--- config.mk ---
export PLATFORM = sky130hd
export DESIGN_NAME = td4_sequencer
export DESIGN_NICKNAME = d
export VERILOG_FILES = /design/src/rtl/td4_sequencer.sv
export SDC_FILE = /design/constraint.sdc
export NUM_CORES = 1
export LEC_CHECK = 0
export CAP_MARGIN = 0
export CELL_PAD_IN_SITES_DETAIL_PLACEMENT = 0
export CELL_PAD_IN_SITES_GLOBAL_PLACEMENT = 1
export CORE_MARGIN = 4
export CORE_UTILIZATION = 28
export DETAILED_ROUTE_END_ITERATION = 7
export PLACE_DENSITY = 0.81
export SLEW_MARGIN = 10
export SYNTH_ARGS = -nofsm -noshare
export SYNTH_HDL_FRONTEND = slang
export SYNTH_SLANG_ARGS = --single-unit
--- constraint.sdc ---
create_clock -name clk -period 2.2 [get_ports clk]
set_input_delay 0.22 -clock clk [delete_from_list [all_inputs] [get_ports clk]]
set_output_delay 0.22 -clock clk [all_outputs]
set_load 0.01 [all_outputs]
--- src/rtl/td4_sequencer.sv ---
// ---------------------------------------------------------------------------
// td4_sequencer
//
// Purpose:
//   Multi-cycle control unit for the TD4 CPU. It owns the program counter
//   and the carry flag. It walks FETCH -> DECODE -> EXEC on each `tick`
//   clock-enable pulse. In EXEC it emits the register-load strobes, the ALU
//   operand-A source select and the output-port control for the opecode
//   delivered by the instruction decoder.
//
//   The `libcpu` package at the top of this file defines the decoded
//   opecode enumeration that the decoder and this sequencer share.
//
// Parameters:
//   RESET_PC        - pc value after reset.
//   HALT_ON_INVALID - 1: INVALID opecode parks the sequencer in HALT.
//                     0: INVALID behaves exactly like NOP.
//
// Optional feature (macro TD4_SINGLE_STEP_EN):
//   Adds the `step` input and the `stepping` output. After every completed
//   instruction the sequencer waits in PAUSE until it sees a step pulse,
//   then resumes on the next tick.
//
// Ports:
//   clk        in   system clock
//   rst_n      in   asynchronous active-low reset
//   tick       in   one-clk clock-enable, qualifies every state transition
//   opecode    in   registered decoder opecode (libcpu::OPECODE)
//   imm        in   registered 4-bit immediate
//   alu_carry  in   carry-out of the 4-bit adder for the current operands
//   step       in   (TD4_SINGLE_STEP_EN only) one-clk single-step request
//   pc         out  instruction ROM address
//   src_sel    out  ALU operand-A source: 0=A, 1=B, 2=IN, 3=zero
//   ld_a       out  one-clk load strobe for register A
//   ld_b       out  one-clk load strobe for register B
//   ld_out     out  one-clk load strobe for the output port register
//   out_imm    out  with ld_out: 1 = output imm, 0 = output B
//   carry      out  carry flag register
//   halted     out  sequencer is parked in HALT
//   instr_done out  one-clk pulse when an instruction completes in EXEC
//   stepping   out  (TD4_SINGLE_STEP_EN only) sequencer waits in PAUSE
// ---------------------------------------------------------------------------

package libcpu;

  // The decoded encodings match the TD4 instruction bits where such bits
  // exist. NOP and INVALID fill two free codes. Any code left unused is
  // treated as INVALID.
  typedef enum logic [3:0] {
    ADD_A_IMM = 4'b0000,
    MOV_A_B   = 4'b0001,
    IN_A      = 4'b0010,
    MOV_A_IMM = 4'b0011,
    MOV_B_A   = 4'b0100,
    ADD_B_IMM = 4'b0101,
    IN_B      = 4'b0110,
    MOV_B_IMM = 4'b0111,
    NOP       = 4'b1000,
    OUT_B     = 4'b1001,
    INVALID   = 4'b1010,
    OUT_IMM   = 4'b1011,
    JNC_IMM   = 4'b1110,
    JMP_IMM   = 4'b1111
  } OPECODE;

endpackage

module td4_sequencer
  import libcpu::*;
#(
  parameter logic [3:0] RESET_PC        = 4'h0,
  parameter bit         HALT_ON_INVALID = 1'b1
) (
  input  logic       clk,
  input  logic       rst_n,
  input  logic       tick,
  input  OPECODE     opecode,
  input  logic [3:0] imm,
  input  logic       alu_carry,
`ifdef TD4_SINGLE_STEP_EN
  input  logic       step,
  output logic       stepping,
`endif
  output logic [3:0] pc,
  output logic [1:0] src_sel,
  output logic       ld_a,
  output logic       ld_b,
  output logic       ld_out,
  output logic       out_imm,
  output logic       carry,
  output logic       halted,
  output logic       instr_done
);

  localparam logic [1:0] SRC_A    = 2'd0;
  localparam logic [1:0] SRC_B    = 2'd1;
  localparam logic [1:0] SRC_IN   = 2'd2;
  localparam logic [1:0] SRC_ZERO = 2'd3;

  typedef enum logic [2:0] {
    ST_FETCH  = 3'd0,
    ST_DECODE = 3'd1,
    ST_EXEC   = 3'd2,
    ST_HALT   = 3'd3
`ifdef TD4_SINGLE_STEP_EN
    ,
    ST_PAUSE  = 3'd4
`endif
  } state_e;

  state_e     state_q, state_d;
  logic [3:0] pc_q, pc_d;
  logic       carry_q, carry_d;

`ifdef TD4_SINGLE_STEP_EN
  logic       stepPending_q, stepPending_d;
`endif

  logic [1:0] decSrc;
  logic       decLdA;
  logic       decLdB;
  logic       decOut;
  logic       decOutImm;
  logic       decJmp;
  logic       decJnc;
  logic       decInvalid;
  logic       haltNow;

  // Classify the current opecode once. Both the next-state logic and the
  // output logic use these flags. Unused encodings count as INVALID.
  always_comb begin
    decSrc     = SRC_A;
    decLdA     = 1'b0;
    decLdB     = 1'b0;
    decOut     = 1'b0;
    decOutImm  = 1'b0;
    decJmp     = 1'b0;
    decJnc     = 1'b0;
    decInvalid = 1'b0;
    case (opecode)
      ADD_A_IMM: begin decSrc = SRC_A;    decLdA = 1'b1; end
      ADD_B_IMM: begin decSrc = SRC_B;    decLdB = 1'b1; end
      MOV_A_IMM: begin decSrc = SRC_ZERO; decLdA = 1'b1; end
      MOV_B_IMM: begin decSrc = SRC_ZERO; decLdB = 1'b1; end
      MOV_A_B:   begin decSrc = SRC_B;    decLdA = 1'b1; end
      MOV_B_A:   begin decSrc = SRC_A;    decLdB = 1'b1; end
      IN_A:      begin decSrc = SRC_IN;   decLdA = 1'b1; end
      IN_B:      begin decSrc = SRC_IN;   decLdB = 1'b1; end
      OUT_B:     begin decOut = 1'b1; end
      OUT_IMM:   begin decOut = 1'b1; decOutImm = 1'b1; end
      JMP_IMM:   begin decJmp = 1'b1; end
      JNC_IMM:   begin decJnc = 1'b1; end
      NOP:       begin end
      default:   begin decInvalid = 1'b1; end
    endcase
  end

  // An INVALID opecode only diverts into HALT when the parameter asks for
  // it. Otherwise it falls through the NOP path.
  assign haltNow = decInvalid && HALT_ON_INVALID;

  // State register, pc and carry. Reset aborts whatever instruction is in
  // flight because pc and carry change only on the EXEC tick.
  always_ff @(posedge clk or negedge rst_n) begin
    if (!rst_n) begin
      state_q       <= ST_FETCH;
      pc_q          <= RESET_PC;
      carry_q       <= 1'b0;
`ifdef TD4_SINGLE_STEP_EN
      stepPending_q <= 1'b0;
`endif
    end else begin
      state_q       <= state_d;
      pc_q          <= pc_d;
      carry_q       <= carry_d;
`ifdef TD4_SINGLE_STEP_EN
      stepPending_q <= stepPending_d;
`endif
    end
  end

  // Next-state logic. Nothing moves without tick. JNC looks at the carry
  // that is already registered, so the carry update made on the same EXEC
  // tick cannot affect the branch decision.
  always_comb begin
    state_d = state_q;
    pc_d    = pc_q;
    carry_d = carry_q;
    if (tick) begin
      case (state_q)
        ST_FETCH:  state_d = ST_DECODE;
        ST_DECODE: state_d = ST_EXEC;
        ST_EXEC: begin
          if (haltNow) begin
            state_d = ST_HALT;
          end else begin
`ifdef TD4_SINGLE_STEP_EN
            state_d = ST_PAUSE;
`else
            state_d = ST_FETCH;
`endif
            carry_d = (decLdA || decLdB) ? alu_carry : 1'b0;
            if (decJmp || (decJnc && !carry_q)) begin
              pc_d = imm;
            end else begin
              pc_d = pc_q + 4'd1;
            end
          end
        end
        ST_HALT:   state_d = ST_HALT;
`ifdef TD4_SINGLE_STEP_EN
        ST_PAUSE: begin
          if (step || stepPending_q) begin
            state_d = ST_FETCH;
          end
        end
`endif
        default:   state_d = ST_FETCH;
      endcase
    end
  end

`ifdef TD4_SINGLE_STEP_EN
  // A step pulse can arrive between ticks. Remember it while paused so
  // the next tick can release the pause. Forget it once PAUSE is left.
  always_comb begin
    stepPending_d = stepPending_q;
    if (state_q == ST_PAUSE && step) begin
      stepPending_d = 1'b1;
    end
    if (state_d != ST_PAUSE) begin
      stepPending_d = 1'b0;
    end
  end

  assign stepping = (state_q == ST_PAUSE);
`endif

  // Output logic. src_sel stays valid for the whole EXEC state so the ALU
  // settles before the tick. The strobes are gated by tick, which makes
  // each of them exactly one clk wide. An instruction that halts emits
  // nothing.
  always_comb begin
    src_sel    = SRC_A;
    ld_a       = 1'b0;
    ld_b       = 1'b0;
    ld_out     = 1'b0;
    out_imm    = 1'b0;
    instr_done = 1'b0;
    if (state_q == ST_EXEC && !haltNow) begin
      src_sel = decSrc;
      if (tick) begin
        ld_a       = decLdA;
        ld_b       = decLdB;
        ld_out     = decOut;
        out_imm    = decOutImm;
        instr_done = 1'b1;
      end
    end
  end

  assign halted = (state_q == ST_HALT);
  assign pc     = pc_q;
  assign carry  = carry_q;

endmodule

# After elaboration in Yosys (flattened, before gate mapping)
# Index checks and enable logic that the tools add are counted.
# totals
mem_bits_ro	0
memories	0
regBits	8
output_inout_bits	13
latchBits	0
ramBits	0
# classes
n_reduce_logical	15
bitwise_logic	0
n_div	0
shifts	0
n_lt_le_gt_ge	0
n_mul	0
eq_ne	15
add_sub_neg	1
n_mux	22
# ops
operator	n
$eq 4x4->1 const B	5
$mux 1	17
$eq 4x3->1 const B	4
$reduce_or 13->1	1
$eq 4x2->1 const B	2
$pmux 2 s4	1
$reduce_or 2->1	4
$reduce_or 4->1	2
$eq 3x2->1 const B	2
$pmux 2 s3	1
$add 4x1->4 const B	1
$eq 4x1->1 const B	1
$logic_not 4->1	1
$mux 2	2
$mux 4	1
$eq 3x1->1 const B	1
$logic_not 3->1	1
$reduce_and 3->1	1
$logic_and 1x1->1	2
$logic_or 1x1->1	2
$logic_not 1->1	1

# Depth between registers and ports, before layout
# logic_depth
ltp_word	5
mapped_depth	5
depth_no_buf	4

# Least setup slack after synthesis
# OpenSTA, ideal clock, no wires.
# synth_path
path_kind	register to output
startpoint	reg state_q[0]
endpoint	out out_imm
required_ns	1.980
path_slack_ns	0.680
arrival_time_ns	1.300
path_stages_with_launch	4
cell_sequence	dfrtp_1 nand3b_1 nor4_1 and2_1
# synth_between
elab_chain_cells	3
# synth_rtl
element	line_no	rtl
start: declaration	111	state_e state_q, state_d;
start signal: assignment	173	state_q <= state_d;
$eq 3x2->1	250	if (state_q == ST_EXEC && !haltNow) begin
$logic_and 1x1->1	250	
$mux 1	250	
end: declaration	89	output logic out_imm,
# No other way between the ends.

# Worst setup path in the final report
# layout_path
startpoint	in opecode[0]
endpoint	out out_imm
# layout_between
elab_chain_cells	4
# layout_rtl
element	line_no	rtl
start: declaration	77	input OPECODE opecode,
$eq 4x4->1 (tied with other cells)	140	case (opecode)
$reduce_or 13->1 (no source line) / $mux 1 (equally long branches)	--	
$logic_and 1x1->1 / $mux 1 (equally long branches)	250, 252	
$mux 1 (*)	250	
# Every way passes the cells marked *; elsewhere a longest branch is shown, timed or not.

==> results.json <==
{
  "rsz0062_at_grt": "false",
  "hold_viol_final": 0,
  "place_hpwl_um": 981.8,
  "switching_share_pct": 35.09,
  "yosysTopAreaCell": "dfrtp_1",
  "ys_seq_elements": 7,
  "core_area_um2": 1541,
  "diodes": 0,
  "overflow": 0,
  "r2r-start": "state_q[0]",
  "r2r-end": "pc[0]",
  "synth_cells": 52,
  "cts_made_buffers": 3,
  "grt_max_degree": 11,
  "clock_latency_ps": 240,
  "clock_sinks": 7,
  "clkPwrFrac_pct": 15.2,
  "peakVddDrop_v": 0.0002904,
  "nNetsFinal": 98,
  "ys_async_sr_fraction_pct": 100.0,
  "vias_per_cell": 4.960,
  "critPathArrivalTime_ps": 1900,
  "power_mw": 0.7367,
  "critPathCaptureType": "output port",
  "ant_nets": 0,
  "gp_congestion": 0.7120,
  "drt-initial-drc-count": 1,
  "finalSetupViolations": 0,
  "final_common_cell": "clkdlybuf4s50_1",
  "port_buffers": 24,
  "critPathKind": "in2out",
  "mostFrequentLayoutCells": "23 x clkdlybuf4s50_1, 7 x dfrtp_1, 6 x nand2_1, 6 x buf_4, 5 x inv_1",
  "endpoint": "out_imm",
  "final_util_pct": 52.52,
  "yosysWarnings": 0,
  "intPower_mw": 0.4782,
  "p_comb_share_pct": 50.4,
  "synthToLayoutAreaGrowth_pct": 71.62,
  "syn-cell-area_um2": 471.7,
  "fp.dieW_um": 49.05,
  "synthTopCellsByArea": "dfrtp_1 37%, mux2i_1 6.4%, and2_1 5.3%",
  "htree_levels": 1,
  "synth_nets": 65,
  "wirelength_um": 1293,
  "ys_seq_area_share_pct": 37.14,
  "ys_types": 26,
  "syn_avg_cell_area_um2": 9.071,
  "crit_required_ps": 1980,
  "cts_buffer_depth": 2,
  "switchingPower_mw": 0.2585,
  "antenna_found_initial": 0,
  "cts_tree": "yes",
  "synth_top_area_share_pct": 37.14,
  "num_vias": 496,
  "clk_pin_slew_ps": 50,
  "p_leak_nw": 0.3424,
  "cts_root_buffer": "clkbuf_4",
  "grt_pass1_vias": 526,
  "die_h_um": 49.05,
  "cp-start-kind": "primary input",
  "drc": 0,
  "max_freq_ghz": 0.4714,
  "cts_hold_buffers": 0,
  "synth_ff_type": "dfrtp_1",
  "p_per_area_nw_per_um2": 910.1,
  "grt_usage_pct": 11.76,
  "layout-drive-gt1-share_pct": 14.29,
  "cts_setup_buffers": 0,
  "cp_max_fo": 3,
  "min_path_type": "in2async",
  "ios": 25,
  "status": "completed",
  "slew-limit-headroom_pct": 70.24,
  "wl_per_cell_um": 12.93,
  "start_util_pct": 30.60,
  "report.final.slew_viol_count": 0,
  "rrSetupSlack_ps": 450,
  "cp-startpoint": "opecode[0]",
  "grt_pass1_wl_um": 2235,
  "fin_crit_sh_pct": 96.43,
  "first_pass_iters": 2,
  "r2r_cells": 5,
  "rows": 14,
  "share_seq_of_total_power_pct": 34.3,
  "dieArea_um2": 2405,
  "skew_ps": 1.275,
  "tightest_slew_ps": 445.5,
  "period_minus_slack_ps": 2121,
  "synth_edf_count": 0,
  "cap_violations": 0
}
## through the flow
step           setup TNS [ps]  setup slack [ps]  area, um2  cells  hold WS [ps]
3_5_place_dp           -8.180            -8.180      765.7     96         511.3
5_1_grt                     0             10.80      809.5    100         257.5
3_3_place_gp                0             51.71      765.7     96         499.8
4_1_cts                     0             24.96      798.3    100         246.2
6_report                    0             78.52      809.5    100         243.0
2_1_floorplan               0             679.9      471.7     52        -75.59
## cell families after synthesis
family                   after synthesis  share of synthesized area [%]
AO/OA/AOI/OAI                         13                          21.22
buffers and inverters                  7                          6.366
flip-flops                             7                          37.14
multiplexers                           3                          6.366
adder cells (fa/ha/maj)                1                          2.652
AND/OR/NAND/NOR                       21                          26.26
## flip-flops by register name, indices dropped and copies added (netlist names)
| register | cells |
|---|---|
| state_q | 2 |
| carry | 1 |
| pc | 4 |
## timing repair
item,in CTS,in global routing
endpoints found under the setup margin,1,2
resized for setup,1,2
pin swaps,0,1
## worst min path at each step
stage,end,from
6_report,pc[1],rst_n
5_1_grt,pc[3],rst_n
4_1_cts,pc[2],rst_n
3_5_place_dp,pc[3],rst_n
3_3_place_gp,pc[3],rst_n
2_1_floorplan,carry,rst_n
## cell type report
class	instances	area, um2
Fill cell	153	732.0
Sequential cell	7	175.2
Clock buffer	4	26.28
Multi-Input combinational cell	38	281.5
Inverter	5	18.77
Timing Repair Buffer	30	287.8
Tap cell	16	20.02
## power by group through the flow
stage / Sequential (mW) / Clock, mW / Combinational (mW)
3_5_place_dp: 0.253 / 0 / 0.373
2_1_floorplan: 0.263 / 0 / 0.162
6_report: 0.253 / 0.112 / 0.372
4_1_cts: 0.253 / 0.118 / 0.375
5_1_grt: 0.268 / 0.125 / 0.412
3_3_place_gp: 0.253 / 0 / 0.366
## worst max-delay path: stages
cell and delay (ps):
clkdlybuf4s50_1 470, and4bb_4 250, nor4_4 270, and2_1 160, clkdlybuf4s50_1 540
## Yosys cell counts (2+ instances only)
| library cell | number |
|---|---|
| a22oi_1 | 2 |
| nand2_1 | 6 |
| and3_1 | 2 |
| nor2_1 | 2 |
| inv_1 | 5 |
| o21ai_0 | 3 |
| mux2i_1 | 3 |
| nand3_1 | 2 |
| and2_1 | 4 |
| dfrtp_1 | 7 |
## metal layers
metal | vias up | track usage, % | part of all wire, %
li1 | 255 | - | -
met1 | 219 | 14.31 | 47
met2 | 22 | 16.96 | 44
met3 | 0 | 5.199 | 8.4
met4 | 0 | 6.726 | 0
met5 | - | 0 | 0
Note: power is estimated with default switching activity, not from simulation.
